### config.mk
export PLATFORM = sky130hd
export DESIGN_NAME = iter_shift_ctrl
export DESIGN_NICKNAME = d
export VERILOG_FILES = /design/src/rtl/iter_shift_ctrl.sv
export SDC_FILE = /design/constraint.sdc
export NUM_CORES = 1
export LEC_CHECK = 0
export ABC_AREA = 1
export BUFFER_PORTS_ARGS = -buffer_cell sky130_fd_sc_hd__buf_2
export CAP_MARGIN = 40
export CORE_ASPECT_RATIO = 0.7
export CORE_MARGIN = 2
export CORE_UTILIZATION = 35
export CTS_CLUSTER_DIAMETER = 120
export CTS_CLUSTER_SIZE = 8
export DETAILED_ROUTE_END_ITERATION = 8
export PLACE_DENSITY = 0.62
export SYNTH_ARGS = -nofsm -noshare
export SYNTH_HDL_FRONTEND = slang
export SYNTH_SLANG_ARGS = --single-unit
### constraint.sdc
create_clock -name clk -period 2.78 [get_ports clk]
set_input_delay 0.278 -clock clk [delete_from_list [all_inputs] [get_ports clk]]
set_output_delay 0.278 -clock clk [all_outputs]
set_load 0.03 [all_outputs]
### src/rtl/iter_shift_ctrl.sv
// Iterative SLL/SRL/SRA sequencer: shifts by 2 or by 1 per cycle under a start/done handshake.
// Optional abort input enabled by defining ITER_SHIFT_ABORT_EN.
module iter_shift_ctrl #(
    parameter int unsigned WIDTH = 32,
    parameter int unsigned SHW   = 5
) (
    input  logic             clk,
    input  logic             rst_n,
    input  logic             start,
    input  logic [1:0]       op,
    input  logic [WIDTH-1:0] data_in,
    input  logic [SHW-1:0]   shamt,
`ifdef ITER_SHIFT_ABORT_EN
    input  logic             abort,
`endif
    output logic             busy,
    output logic             done,
    output logic [WIDTH-1:0] result
);

    typedef enum logic [1:0] {
        StIdle,
        StShift,
        StDone
    } state_e;

    localparam logic [1:0] OpSll  = 2'b00;
    localparam logic [1:0] OpSrl  = 2'b01;
    localparam logic [1:0] OpSra  = 2'b10;
    localparam logic [1:0] OpPass = 2'b11;

    localparam logic [SHW-1:0] CntOne = SHW'(1);
    localparam logic [SHW-1:0] CntTwo = SHW'(2);

    state_e           state_q;
    logic [WIDTH-1:0] acc_q;
    logic [SHW-1:0]   cnt_q;
    logic [1:0]       op_q;
    logic             busy_q;
    logic             done_q;
    logic [WIDTH-1:0] result_q;

    logic             step2;
    logic [WIDTH-1:0] acc_step;
    logic [SHW-1:0]   cnt_step;
    logic             abort_in;
    logic             abort_hit;
    logic             start_ok;

`ifdef ITER_SHIFT_ABORT_EN
    assign abort_in = abort;
`else
    assign abort_in = 1'b0;
`endif

    // Abort only matters while an operation is in flight; it also blocks a new accept.
    assign abort_hit = abort_in && (state_q != StIdle);
    assign start_ok  = start && !abort_in;

    // One shift step: by 2 while at least two positions remain, otherwise by 1.
    always_comb begin
        step2    = (cnt_q >= CntTwo);
        cnt_step = cnt_q - (step2 ? CntTwo : CntOne);
        acc_step = acc_q;
        case (op_q)
            OpSll:   acc_step = step2 ? (acc_q << 2) : (acc_q << 1);
            OpSrl:   acc_step = step2 ? (acc_q >> 2) : (acc_q >> 1);
            OpSra:   acc_step = step2 ? ($signed(acc_q) >>> 2) : ($signed(acc_q) >>> 1);
            default: acc_step = acc_q;
        endcase
    end

    always_ff @(posedge clk or negedge rst_n) begin
        if (!rst_n) begin
            state_q  <= StIdle;
            acc_q    <= '0;
            cnt_q    <= '0;
            op_q     <= OpSll;
            busy_q   <= 1'b0;
            done_q   <= 1'b0;
            result_q <= '0;
        end else begin
            done_q <= 1'b0;
            case (state_q)
                StIdle: begin
                    if (start_ok) begin
                        acc_q  <= data_in;
                        cnt_q  <= shamt;
                        op_q   <= op;
                        busy_q <= 1'b1;
                        if (shamt == '0 || op == OpPass) begin
                            state_q  <= StDone;
                            done_q   <= 1'b1;
                            result_q <= data_in;
                        end else begin
                            state_q <= StShift;
                        end
                    end
                end
                StShift: begin
                    if (abort_hit) begin
                        state_q <= StIdle;
                        busy_q  <= 1'b0;
                    end else begin
                        acc_q <= acc_step;
                        cnt_q <= cnt_step;
                        // Result is loaded on the way into DONE so it is valid with the pulse.
                        if (cnt_step == '0) begin
                            state_q  <= StDone;
                            done_q   <= 1'b1;
                            result_q <= acc_step;
                        end
                    end
                end
                StDone: begin
                    state_q <= StIdle;
                    busy_q  <= 1'b0;
                end
                default: begin
                    state_q <= StIdle;
                    busy_q  <= 1'b0;
                end
            endcase
        end
    end

    assign busy   = busy_q;
    assign done   = done_q && !abort_hit;
    assign result = result_q;

endmodule

==> metrics <==
outcome=completed; largest net degree at the start of global routing=62; DP Cell Count=893; worst vdd ir=0.529 mV; most frequent cells after synthesis=217 x nand2_1, 136 x nand3_1, 75 x dfrtp_1; Slew HR=~56%; DRT Pass-1 Iters=5; ANT cells=0; Final period util=between 90 and 100%; number of enable flip-flop cells after synthesis=0; Setup-failing EPs final=0; Worst EP arrival=2.80 ns; top_reg_cell synth=dfrtp_1; top cells by area, synth=dfrtp_1 41%, nand2_1 18%, nand3_1 15%, inv_1 5.8%, o21ai_0 5.0%; syn_area_per_cell=6.85 sq um; cts hold-fix bufs=1; count leader, synth=nand2_1; layout cells sized above 1=between 10% and 20%; DP Wirelength=approximately 9000 microns; Post-CTS Setup Bufs=0; Mapped Area=roughly 0.0046 sq mm; Final TNS setup=0 ns; CP startpoint kind=flip-flop; Routability Congestion=0.859; vias in the first global route=about 4.3k; starting density of the core=around 35%; initial DRC count=around 400; Routed Antenna Nets=0; cell count after synthesis=between 600 and 700; Power Dens Cells=~1400 mW/mm^2; Max Cap Viol=0; remaining global-route overflow=0; Port-buffer cells=75; Ports=76; measured slew at the worst slew-check pin=0.659 ns; Net Count, Synth=720; initial antenna violation count=0; total CTS buffers=9; register area=0.00188 sq mm; Die X=141 microns; first-pass GRT wire length=about 22,000 microns; Fin. Hold Viols=0; worst hold path type=primary input to flip-flop; CP Data Required Time=approximately 3.1 ns; f_max=just under 400 MHz; core footprint=between 0.01 and 0.015 sq mm; area growth from synthesis to layout=19.4%; LEAKAGE=approximately 3 nW; post-CTS resize count=0; clock latency on the worst-skew pair=approximately 0.34 ns; Site Rows=35; clk_skew=about 0.007 ns; library cells used by synthesis=26; Slew Viols, Final=0; RSZ-0062 raised after global routing=no; hold depth=3; final hold slack=around 0.22 ns; area leader, netlist=dfrtp_1; GRT Resource Usage Total=between 10% and 20%; Reg clk slew, reported paths=around 0.06 ns; clk root buf=clkbuf_16; Post-synth ARST share=100%; Crit Path Category=flip-flop to flip-flop; Filler cells=~1.4k; sequential share of the synthesized area=about two fifths; CP endpoint kind=flip-flop; final WL=12,900 microns; via density per instance=just under 5; Routed WL per cell=roughly 14 microns; reg2reg path depth=14; Die ar.=between 0.01 and 0.015 sq mm; Die H=approximately 100 microns; area of the multi-input gates=0.00229 sq mm; time the worst path needs with I/O delays and setup=2.51 ns; CTS Sinks=between 70 and 80; DR vias=~4.5k; Residual DRC=0; top-area cell type share of the netlist area=40.6%; TritonCTS clock tree=done; Yosys reg bits=75; Synthesis Warnings=0; # nets final=784; Final Instance Count excl. Fillers=a little over 900; H-Tree Depth=3; crit-path max FO=21; Max clock buf depth=2; Finished Core Util=between 40% and 50%
[layout by cell type (no fill, tap or decap), types with 6 or more instances in the layout]
| cell | Yosys | final |
|---|---|---|
| a21oi_1 | 12 | 12 |
| buf_2 | 9 | 74 |
| buf_4 | 4 | 17 |
| clkbuf_16 | 0 | 9 |
| dfrtp_1 | 75 | 75 |
| inv_1 | 72 | 72 |
| nand2_1 | 217 | 217 |
| nand3_1 | 136 | 136 |
| nand3b_1 | 21 | 21 |
| nor2_1 | 7 | 6 |
| o21ai_0 | 46 | 46 |
| o21ai_1 | 8 | 8 |
| or2_2 | 21 | 21 |
[through the flow]
| stage | instance area (sq um) | power [mW] | setup WS (ns) |
|---|---|---|---|
| floorplan | 4630 | 5.47 | 0.231 |
| global placement | 5170 | 6.73 | 0.387 |
| detailed placement | 5200 | 6.73 | 0.250 |
| CTS | 5530 | 8.00 | 0.257 |
| global route | 5530 | 8.80 | 0.0104 |
| finish | 5530 | 7.99 | 0.266 |
[final timing paths]
| check | slack [ns] | endpoint | from |
|---|---|---|---|
| max in group asynchronous | 1.88 | state_q[1]$_DFFE_PN0P_ | rst_n |
| min in group asynchronous | 0.33 | result[24]$_DFFE_PN0P_ | rst_n |
| hold / removal | 0.22 | cnt_q[4]$_DFFE_PN0P_ | shamt[4] |
| hold reg to reg | 0.48 | acc_q[4]$_DFFE_PN0P_ | acc_q[4]$_DFFE_PN0P_ |
| setup reg to reg | 0.27 | result[24]$_DFFE_PN0P_ | cnt_q[1]$_DFFE_PN0P_ |
| setup / recovery | 0.27 | result[24]$_DFFE_PN0P_ | cnt_q[1]$_DFFE_PN0P_ |
[per-layer routing]
metal	routed length [microns]	global-route usage [%]
met2	4870	26.5
met3	837	4.91
met4	128	5.15
met1	7040	30.3
met5	0	0
[power breakdown]
group          switching [mW]  internal, mW  leakage, nW
clock network           0.476         0.745        0.144
registers               0.305          1.65        0.925
logic                    3.24          1.58         1.93
total                    4.02          3.97         3.00
[logic make-up after synthesis]
family	count (synthesis)	synth area share, %
buf+inv	116	9.98
fa+ha+maj	3	0.974
flops	75	40.6
xor+xnor	1	0.189
compound gates	71	7.98
simple gates	409	40.3
[worst max-delay path, stage by stage (launching register included)]
cell and delay, ns:
dfrtp_1 0.42, nor2_1 0.16, nand2_1 0.10, inv_2 0.11
ha_1 0.20, inv_1 0.07, fa_1 0.46, inv_1 0.07
nand2_1 0.05, nor2_2 0.13, nand4_2 0.15, nand2_2 0.11
buf_4 0.24, nand2_1 0.10, nand2_1 0.06
[registers in the layout (all words and copies together) (netlist names)]
signal and cells:
acc_q 32, result 32, cnt_q 5, op_q 2, state_q 2, busy 1, done 1
[layout make-up]
cell class	instances	share of cell area (%)
flip-flops and latches	75	34.0
clock buffers	11	4.57
well taps	166	3.76
repair buffers	94	10.1
clock inverters	5	1.11
multi-input cells	484	41.4
inverters	75	5.10
Note: power is estimated with default switching activity, not from simulation.
